`src/rtl/arm_fetch_pkg.sv`:
```
// Shared types and constants for the instruction-fetch front end.
package arm_fetch_pkg;

   localparam logic [31:0] RESET_PC_DEFAULT = 32'h0040_0000;

   typedef struct packed {
      logic [31:0] pc;
      logic [31:0] inst;
   } fetch_entry_t;

   typedef enum logic [0:0] {
      FS_RUN,
      FS_HALT
   } fetch_state_t;

endpackage

```
`src/rtl/arm_fetch_unit_if.sv`:
```
// Decoder-side and memory-side signals of the fetch unit.
// The fetch unit uses the master modport; the decoder and memory use the slave one.
interface arm_fetch_unit_if;
   import arm_fetch_pkg::*;

   logic        inst_valid;
   logic [31:0] inst;
   logic [31:0] inst_pc;
   logic        inst_ready;
   logic        redirect_en;
   logic [31:0] redirect_pc;
   logic        halted;
   logic        imem_req;
   logic [31:0] imem_addr;
   logic        imem_gnt;
   logic        imem_rvalid;
   logic [31:0] imem_rdata;

   modport master (
      output inst_valid, inst, inst_pc, imem_req, imem_addr,
      input  inst_ready, redirect_en, redirect_pc, halted, imem_gnt, imem_rvalid, imem_rdata
   );

   modport slave (
      input  inst_valid, inst, inst_pc, imem_req, imem_addr,
      output inst_ready, redirect_en, redirect_pc, halted, imem_gnt, imem_rvalid, imem_rdata
   );

endinterface

```
`src/rtl/arm_fetch_fifo.sv`:
```
// DEPTH-entry synchronous FIFO of fetched {pc, inst} words with a registered head.
// Flush has priority over push and pop.
module arm_fetch_fifo
   import arm_fetch_pkg::*;
#(
   parameter int unsigned DEPTH = 2,
   localparam int unsigned PtrW = (DEPTH > 1) ? $clog2(DEPTH) : 1,
   localparam int unsigned CntW = $clog2(DEPTH + 1)
) (
   input  logic             clk,
   input  logic             rst_b,
   input  logic             push_i,
   input  fetch_entry_t     push_data_i,
   input  logic             pop_i,
   input  logic             flush_i,
   output fetch_entry_t     head_o,
   output logic             full_o,
   output logic             empty_o,
   output logic [CntW-1:0]  count_o
);

   fetch_entry_t    mem_q [DEPTH];
   logic [PtrW-1:0] rd_ptr_q, rd_ptr_d;
   logic [PtrW-1:0] wr_ptr_q, wr_ptr_d;
   logic [CntW-1:0] count_q, count_d;
   logic            do_push, do_pop;

   function automatic logic [PtrW-1:0] ptr_inc(input logic [PtrW-1:0] ptr);
      return (ptr == PtrW'(DEPTH - 1)) ? '0 : ptr + 1'b1;
   endfunction

   assign full_o  = (count_q == CntW'(DEPTH));
   assign empty_o = (count_q == '0);
   assign count_o = count_q;
   assign head_o  = mem_q[rd_ptr_q];

   always_comb begin
      do_pop   = pop_i & ~empty_o;
      // A full queue can still accept a push when the head leaves the same cycle
      do_push  = push_i & (~full_o | do_pop);
      rd_ptr_d = do_pop ? ptr_inc(rd_ptr_q) : rd_ptr_q;
      wr_ptr_d = do_push ? ptr_inc(wr_ptr_q) : wr_ptr_q;
      count_d  = count_q + CntW'(do_push) - CntW'(do_pop);
      if (flush_i) begin
         rd_ptr_d = '0;
         wr_ptr_d = '0;
         count_d  = '0;
      end
   end

   always_ff @(posedge clk) begin
      if (!rst_b) begin
         rd_ptr_q <= '0;
         wr_ptr_q <= '0;
         count_q  <= '0;
         for (int i = 0; i < int'(DEPTH); i++) begin
            mem_q[i] <= '0;
         end
      end else begin
         rd_ptr_q <= rd_ptr_d;
         wr_ptr_q <= wr_ptr_d;
         count_q  <= count_d;
         if (do_push && !flush_i) begin
            mem_q[wr_ptr_q] <= push_data_i;
         end
      end
   end

endmodule

```
`src/rtl/arm_fetch_unit.sv`:
```
// Instruction-fetch front end: credit-limited requests to a multi-cycle memory,
// in-order response buffering, branch redirect with stale-response dropping, sticky halt.
module arm_fetch_unit
   import arm_fetch_pkg::*;
#(
   parameter logic [31:0] RESET_PC = RESET_PC_DEFAULT,
   parameter int unsigned DEPTH    = 2
) (
   input logic               clk,
   input logic               rst_b,
   arm_fetch_unit_if.master  bus
);

   localparam int unsigned CntW = $clog2(DEPTH + 1);
   localparam int unsigned SumW = CntW + 1;

   fetch_state_t    state_q, state_d;
   logic [31:0]     fetch_pc_q, fetch_pc_d;
   logic [31:0]     resp_pc_q, resp_pc_d;
   logic [CntW-1:0] in_flight_q, in_flight_d;
   logic [CntW-1:0] drop_cnt_q, drop_cnt_d;
   logic            bubble_q, bubble_d;

   logic            running, halt_now, redirect, credit_ok;
   logic            req, granted, dropping, push, pop;
   logic            fifo_full, fifo_empty;
   logic [CntW-1:0] q_count;
   fetch_entry_t    head;

   always_comb begin
      state_d     = state_q;
      fetch_pc_d  = fetch_pc_q;
      resp_pc_d   = resp_pc_q;
      drop_cnt_d  = drop_cnt_q;
      bubble_d    = 1'b0;

      running   = (state_q == FS_RUN);
      halt_now  = running & bus.halted;
      redirect  = running & bus.redirect_en & ~bus.halted;
      credit_ok = ({1'b0, in_flight_q} + {1'b0, q_count}) < SumW'(DEPTH);
      req       = rst_b & running & ~bubble_q & credit_ok;
      granted   = req & bus.imem_gnt;
      dropping  = (drop_cnt_q != '0);
      push      = bus.imem_rvalid & ~dropping & running;
      pop       = running & ~fifo_empty & bus.inst_ready & ~redirect;

      if (granted) begin
         fetch_pc_d = fetch_pc_q + 32'd4;
      end
      in_flight_d = in_flight_q + CntW'(granted)
                  - CntW'(bus.imem_rvalid && (in_flight_q != '0));
      if (push) begin
         resp_pc_d = resp_pc_q + 32'd4;
      end
      if (bus.imem_rvalid && dropping) begin
         drop_cnt_d = drop_cnt_q - 1'b1;
      end

      if (halt_now) begin
         state_d = FS_HALT;
      end

      // Everything still outstanding after this cycle belongs to the old path
      if (redirect) begin
         fetch_pc_d = bus.redirect_pc & ~32'h3;
         resp_pc_d  = bus.redirect_pc & ~32'h3;
         drop_cnt_d = in_flight_d;
         bubble_d   = req & ~bus.imem_gnt;
      end
   end

   always_ff @(posedge clk) begin
      if (!rst_b) begin
         state_q     <= FS_RUN;
         fetch_pc_q  <= RESET_PC;
         resp_pc_q   <= RESET_PC;
         in_flight_q <= '0;
         drop_cnt_q  <= '0;
         bubble_q    <= 1'b0;
      end else begin
         state_q     <= state_d;
         fetch_pc_q  <= fetch_pc_d;
         resp_pc_q   <= resp_pc_d;
         in_flight_q <= in_flight_d;
         drop_cnt_q  <= drop_cnt_d;
         bubble_q    <= bubble_d;
         if (!redirect) begin
            assert (!(push && fifo_full && !pop)) else $error("fetch queue overflow");
         end
      end
   end

   arm_fetch_fifo #(
      .DEPTH (DEPTH)
   ) u_fifo (
      .clk         (clk),
      .rst_b       (rst_b),
      .push_i      (push),
      .push_data_i ('{pc: resp_pc_q, inst: bus.imem_rdata}),
      .pop_i       (pop),
      .flush_i     (redirect),
      .head_o      (head),
      .full_o      (fifo_full),
      .empty_o     (fifo_empty),
      .count_o     (q_count)
   );

   assign bus.imem_req   = req;
   assign bus.imem_addr  = fetch_pc_q;
   assign bus.inst_valid = running & ~fifo_empty;
   assign bus.inst       = head.inst;
   assign bus.inst_pc    = head.pc;

endmodule

```
`src/flat_wrapper.sv`:
```
// flat-port wrapper written by rule: the top's interface ports become plain ports
module arm_fetch_unit_flat import arm_fetch_pkg::*;
#(
   parameter logic [31:0] RESET_PC = RESET_PC_DEFAULT,
   parameter int unsigned DEPTH    = 2
)
  (clk, rst_b, bus_inst_valid, bus_inst, bus_inst_pc, bus_imem_req, bus_imem_addr, bus_inst_ready, bus_redirect_en, bus_redirect_pc, bus_halted, bus_imem_gnt, bus_imem_rvalid, bus_imem_rdata);
  arm_fetch_unit_if bus_i ();
  input logic clk;
  input logic rst_b;
  output wire logic [$bits(bus_i.inst_valid)-1:0] bus_inst_valid;
  output wire logic [$bits(bus_i.inst)-1:0] bus_inst;
  output wire logic [$bits(bus_i.inst_pc)-1:0] bus_inst_pc;
  output wire logic [$bits(bus_i.imem_req)-1:0] bus_imem_req;
  output wire logic [$bits(bus_i.imem_addr)-1:0] bus_imem_addr;
  input wire logic [$bits(bus_i.inst_ready)-1:0] bus_inst_ready;
  input wire logic [$bits(bus_i.redirect_en)-1:0] bus_redirect_en;
  input wire logic [$bits(bus_i.redirect_pc)-1:0] bus_redirect_pc;
  input wire logic [$bits(bus_i.halted)-1:0] bus_halted;
  input wire logic [$bits(bus_i.imem_gnt)-1:0] bus_imem_gnt;
  input wire logic [$bits(bus_i.imem_rvalid)-1:0] bus_imem_rvalid;
  input wire logic [$bits(bus_i.imem_rdata)-1:0] bus_imem_rdata;
  assign bus_inst_valid = bus_i.inst_valid;
  assign bus_inst = bus_i.inst;
  assign bus_inst_pc = bus_i.inst_pc;
  assign bus_imem_req = bus_i.imem_req;
  assign bus_imem_addr = bus_i.imem_addr;
  assign bus_i.inst_ready = bus_inst_ready;
  assign bus_i.redirect_en = bus_redirect_en;
  assign bus_i.redirect_pc = bus_redirect_pc;
  assign bus_i.halted = bus_halted;
  assign bus_i.imem_gnt = bus_imem_gnt;
  assign bus_i.imem_rvalid = bus_imem_rvalid;
  assign bus_i.imem_rdata = bus_imem_rdata;
  arm_fetch_unit #(.RESET_PC(RESET_PC), .DEPTH(DEPTH)) u_core (.clk(clk), .rst_b(rst_b), .bus(bus_i));
endmodule
```
`config.mk`:
```
export PLATFORM = sky130hd
export DESIGN_NAME = arm_fetch_unit_flat
export DESIGN_NICKNAME = d
export VERILOG_FILES = /design/src/rtl/arm_fetch_pkg.sv /design/src/rtl/arm_fetch_unit_if.sv /design/src/rtl/arm_fetch_fifo.sv /design/src/rtl/arm_fetch_unit.sv /design/src/flat_wrapper.sv
export SDC_FILE = /design/constraint.sdc
export NUM_CORES = 1
export LEC_CHECK = 0
export ABC_AREA = 0
export CAP_MARGIN = 20
export CORE_UTILIZATION = 30
export DETAILED_ROUTE_END_ITERATION = 12
export PLACE_DENSITY = 0.57
export SYNTH_ARGS = -nofsm -noshare
export SYNTH_HDL_FRONTEND = slang
export SYNTH_HIERARCHICAL = 1
export SYNTH_SLANG_ARGS = --single-unit
```
`constraint.sdc`:
```
create_clock -name clk -period 13 [get_ports clk]
set_input_delay 2.6 -clock clk [delete_from_list [all_inputs] [get_ports clk]]
set_output_delay 2.6 -clock clk [all_outputs]
set_load 0.05 [all_outputs]
```
==> qor.yml, run 1 <==
worst_setup_path_start_kind: "input pin"
final_layout_size_suffix_gt1_share_pct: 11.4
clock_latency_ns: 0.43
wl_per_cell_um: 16.9
dpl.hpwl_um: 14900
via_per_inst: 4.96
die-area_um2: 32200
syn_avg_cell_area_um2: 11.5
report.final.slew_viol_count: 0
required_ns: 10.40
finalHoldViolations: 0
hold_class: "reg2reg"
finalPower_mw: 1.59
gp_congestion: 0.823
critPathMaxFanout: 42
grt_use_total_pct: 14.6
drt_iter0_markers: 409
cts_resized: 0
setup_viol: 0
grt_max_degree: 66
critPathArrivalTime_ns: 5.10
core_um2: 30800
critPathKind: "in2out"
antenna_found_initial: 0
nNetsFinal: 1045
die_x_um: 180
period_needed_ns: 7.70
grt_overflow_total: 0
hold_depth: 2
cts-root-buf: "clkbuf_16"
yosys_warnings: 6
grt_pass1_wl_um: 36800
r2r_cells: 5
syn_inst: 824
fp-row-count: 64
vdd_ir_drop_max_mv: 0.0871
ios: 169
fin_tns_setup_ns: 0
cts_hold_repair.buffers: 0
dr.pass1.iters: 9
r2r_start: "u_core/state_q"
die_h_um: 180
cap_violations: 0
antenna_left: 0
fin_util_pct: 38.9
netlist_area_um2: 9450
vias: 6822
violations: "design-rule violations"
regToRegEndpoint: "u_core/u_fifo/mem_q[0][20]"
drc: 15
relSlewSlack_pct: 33.2
p_per_area_nw_per_um2: 133
numCtsBuffers: 17
syn2layout_area_growth_pct: 27.0
fin_crit_sh_pct: 59.2
grt_pass1_vias: 6611
leakagePower_nw: 4.14
start_util_pct: 30.7
cts_tree: "done"
finalWirelength_um: 23300
finClkSkew_ns: 0.0147
cp-end-kind: "output pin"
antennaDiodeCount: 0
clk_pin_slew_ns: 0.08
h-tree-depth: 4
grt_setup_unrepaired: "false"
fill_cells: 3009
status: "finished, violations left"
ctsLongestPathBuffers: 2
worstMarginPinSlew_ns: 1.00
r2r_slack_ns: 8.78
max_freq_mhz: 130
min_from: "u_core/u_fifo/rd_ptr_q"
numPortBuffers: 164
hold_end: "u_core/u_fifo/rd_ptr_q"
cts_setup_buffers: 0
cts.sinks: 199
## registers in the layout (all words and copies together), names as in the netlist, named ones only
signal and count:
u_core/state_q 1, u_core/u_fifo/count_o 2, u_core/u_fifo/rd_ptr_q 1, u_core/resp_pc_q 30
u_core/in_flight_q 2, u_core/bubble_q 1, u_core/drop_cnt_q 2, u_core/bus.imem_addr 30
u_core/u_fifo/wr_ptr_q 1, u_core/u_fifo/mem_q 128
## where the power goes
part	internal, mW	switching [mW]
registers	0.721	0.0300
clock network	0.288	0.252
logic	0.115	0.186
## final cells by class
cell class / instances / area, um^2 / area share (%)
clock buffers: 20 / 468 / 3.90
repair buffers: 170 / 1690 / 14.0
well taps: 396 / 495 / 4.13
multi-input cells: 562 / 3900 / 32.5
clock inverters: 12 / 131 / 1.09
inverters: 16 / 60.1 / 0.500
flip-flops and latches: 199 / 5270 / 43.9
## how the worst max path moves through the flow
stage | startpoint | endpoint | slack, ns | cells past startpoint
2_1_floorplan | bus_redirect_en | u_core/u_fifo/mem_q[1][0] | 4.16 | 8
3_3_place_gp | rst_b | bus_imem_req | 5.31 | 5
3_5_place_dp | rst_b | bus_imem_req | 5.32 | 5
4_1_cts | rst_b | bus_imem_req | 5.30 | 5
5_1_grt | rst_b | bus_imem_req | 5.21 | 5
6_report | rst_b | bus_imem_req | 5.30 | 5
## per-layer routing
layer | vias to the layer above | share of wire, % | track usage (%)
met5 | - | 0 | 0
met4 | 0 | 0.64 | 2.90
met3 | 13 | 6.0 | 3.30
met2 | 205 | 45 | 22.9
met1 | 3288 | 48 | 20.5
li1 | 3316 | - | -
## stage by stage
| step | hold WS (ns) | worst slack [ns] | instances | instance area, um^2 |
|---|---|---|---|---|
| floorplan | 0.481 | 4.16 | 829 | 9470 |
| global placement | 0.499 | 5.31 | 1343 | 11400 |
| detailed placement | 0.502 | 5.32 | 1343 | 11400 |
| CTS | 0.530 | 5.30 | 1375 | 12000 |
| global route | 0.555 | 5.21 | 1375 | 12000 |
| finish | 0.524 | 5.30 | 1375 | 12000 |
## critical path, stage by stage
cell	delay [ns]
clkdlybuf4s50_1	0.45
buf_4	0.37
or4b_2	0.69
nor2_1	0.15
clkdlybuf4s50_1	0.82
## cell usage in the layout (no fill, tap or decap), types with 17 or more instances in the layout
cell type and n:
nor2_1 31, nand2_1 31, o21ai_0 40, nand4_1 17, clkdlybuf4s50_1 164, nor4_1 21, clkbuf_16 18, dfxtp_1 70
edfxtp_1 128, mux2_2 64, and2_1 135, a21oi_1 26, nor3_1 19, nand3_1 22
Power figures use the tool's default switching activity.
==> inputs of run 2 (changes only) <==
Clock period 13 ns to 7.4 ns, I/O delays scaled along.
==> qor.yml, run 2 (synthesis gave the netlist of run 1 again) <==
cts-root-buf: "clkbuf_16"
grt_pass1_vias: 6414  # -3.0%
cts_tree: "done"
fill_cells: 2937  # -2.4%
finalHoldViolations: 0  # unchanged
r2r_cells: 7  # +2
stdcell_count: 1376  # +0.073%
grt_overflow_total: 0  # unchanged
min_from: "u_core/u_fifo/rd_ptr_q"
required_ns: 5.92  # -4.48 ns
cts.sinks: 199  # unchanged
drc: 18  # +3
setup_viol: 0  # unchanged
vdd_ir_drop_max_mv: 0.160  # +83%
antennaDiodeCount: 0  # unchanged
critPathMaxFanout: 4  # -90%
cts_setup_buffers: 0  # unchanged
max_freq_mhz: 195
cap_violations: 0  # unchanged
status: "finished, violations left"
regArea_um2: 5270  # unchanged
hold_depth: 2  # unchanged
dp_cells: 1344  # +0.074%
fin_crit_sh_pct: 69.1
clock_latency_ns: 0.44  # about the same
worstMarginPinSlew_ns: 0.967  # -0.0340 ns
period_needed_ns: 5.12
ctsLongestPathBuffers: 2  # unchanged
cts_hold_repair.buffers: 0  # unchanged
clk_pin_slew_ns: 0.07  # about the same
violations: "design-rule violations"
wl_per_cell_um: 16.8  # -1.0%
multi_input_area_um2: 3900  # unchanged
cts_resized: 0  # unchanged
regToRegEndpoint: "u_core/u_fifo/mem_q[0][23]"
die_h_um: 180  # unchanged
dpl.hpwl_um: 14900  # about the same
die_x_um: 180  # unchanged
numPortBuffers: 164  # unchanged
h-tree-depth: 4  # unchanged
via_per_inst: 4.90  # -1.2%
r2r_slack_ns: 3.55  # -5.23 ns
ios: 169  # unchanged
fp-row-count: 64  # unchanged
gp_congestion: 0.817  # -0.80%
vias: 6743  # -1.2%
dr.pass1.iters: 10  # +1
worst_setup_path_start_kind: "input pin"
hold_class: "reg2reg"
final_layout_size_suffix_gt1_share_pct: 11.6  # +0.19 points
grt_max_degree: 72  # +9.1%
finalWirelength_um: 23100  # -0.97%
die-area_um2: 32200  # unchanged
critPathKind: "in2out"
core_um2: 30800  # unchanged
timing.hold.ws_ns: 0.518  # -0.00647 ns
nNetsFinal: 1046  # +0.096%
grt_setup_unrepaired: "false"
layout_common_cells: "164 x clkdlybuf4s50_1, 135 x and2_1, 128 x edfxtp_1, 70 x dfxtp_1, 64 x mux2_2"
leakagePower_nw: 4.15  # +0.21%
drt_iter0_markers: 441  # +7.8%
top_register: "u_core/u_fifo/mem_q"
antenna_left: 0  # unchanged
final_common_cell: "clkdlybuf4s50_1"
grt_pass1_wl_um: 36400  # -0.98%
critPathLaunch: "rst_b"
report.final.slew_viol_count: 0  # unchanged
cp-end-kind: "output pin"
finalPower_mw: 2.82  # +77%
syn2layout_area_growth_pct: 27.2
start_util_pct: 30.7  # unchanged
p_per_area_nw_per_um2: 234  # +77%
antenna_found_initial: 0  # unchanged
r2r_start: "u_core/state_q"
largest_reg_flops: 128  # unchanged
grt_use_total_pct: 14.5  # -0.092 points
fin_tns_setup_ns: 0  # unchanged
critPathArrivalTime_ns: 3.64  # -1.46 ns
numCtsBuffers: 17  # unchanged
relSlewSlack_pct: 35.5  # +2.3 points
finClkSkew_ns: 0.0196  # +0.00483 ns
-- run 2: cell types whose count changed in the layout (fill, tap and decap cells not counted), sizes merged --
cell      delta
clkinv       +1
clkinvlp     +1
clkbuf       -3
buf          +1
bufinv       +1
-- run 2: how the worst max path moves through the flow --
stage / to / slack [ns] / cells past startpoint
5_1_grt: u_core/u_fifo/mem_q[0][24] / 2.21 / 8
6_report: bus_imem_req / 2.28 / 4
4_1_cts: bus_imem_req / 2.26 / 4
3_5_place_dp: u_core/u_fifo/mem_q[0][28] / 2.00 / 8
3_3_place_gp: u_core/u_fifo/mem_q[0][28] / 2.02 / 8
2_1_floorplan: u_core/u_fifo/mem_q[1][0] / 1.41 / 8
-- run 2: layer usage --
| metal | track usage (%) | routed length [um] | vias up |
|---|---|---|---|
| li1 | - | - | 3322 |
| met1 | 20.9 | 11100 | 3170 |
| met2 | 22.1 | 10200 | 229 |
| met3 | 2.55 | 1430 | 22 |
| met4 | 4.03 | 246 | 0 |
| met5 | 0 | 0 | - |
-- run 2: critical path, cell delays in order --
cell and delay [ns]:
clkdlybuf4s50_1 0.53, or4b_2 0.66, nor2_1 0.14, clkdlybuf4s50_1 0.82
-- run 2: power by group --
group | total [mW] | internal [mW] | switching, mW
Clock | 0.968 | 0.514 | 0.454
Combinational | 0.528 | 0.202 | 0.326
Sequential | 1.32 | 1.27 | 0.0519
-- run 2: cell type report --
| type | count | share of cell area, % |
|---|---|---|
| tap | 396 | 4.12 |
| timing repair buffer | 171 | 14.1 |
| clock buffer | 17 | 3.54 |
| clock inverter | 15 | 1.56 |
| multi-input combinational | 562 | 32.4 |
| sequential | 199 | 43.8 |
| inverter | 16 | 0.499 |
-- run 2: metrics by stage --
step	util, %	area, um^2	setup slack (ns)
floorplan	-	9470	1.41
global placement	37.0	11400	2.02
detailed placement	37.0	11400	2.00
CTS	39.0	12000	2.26
global route	39.0	12000	2.21
finish	39.0	12000	2.28
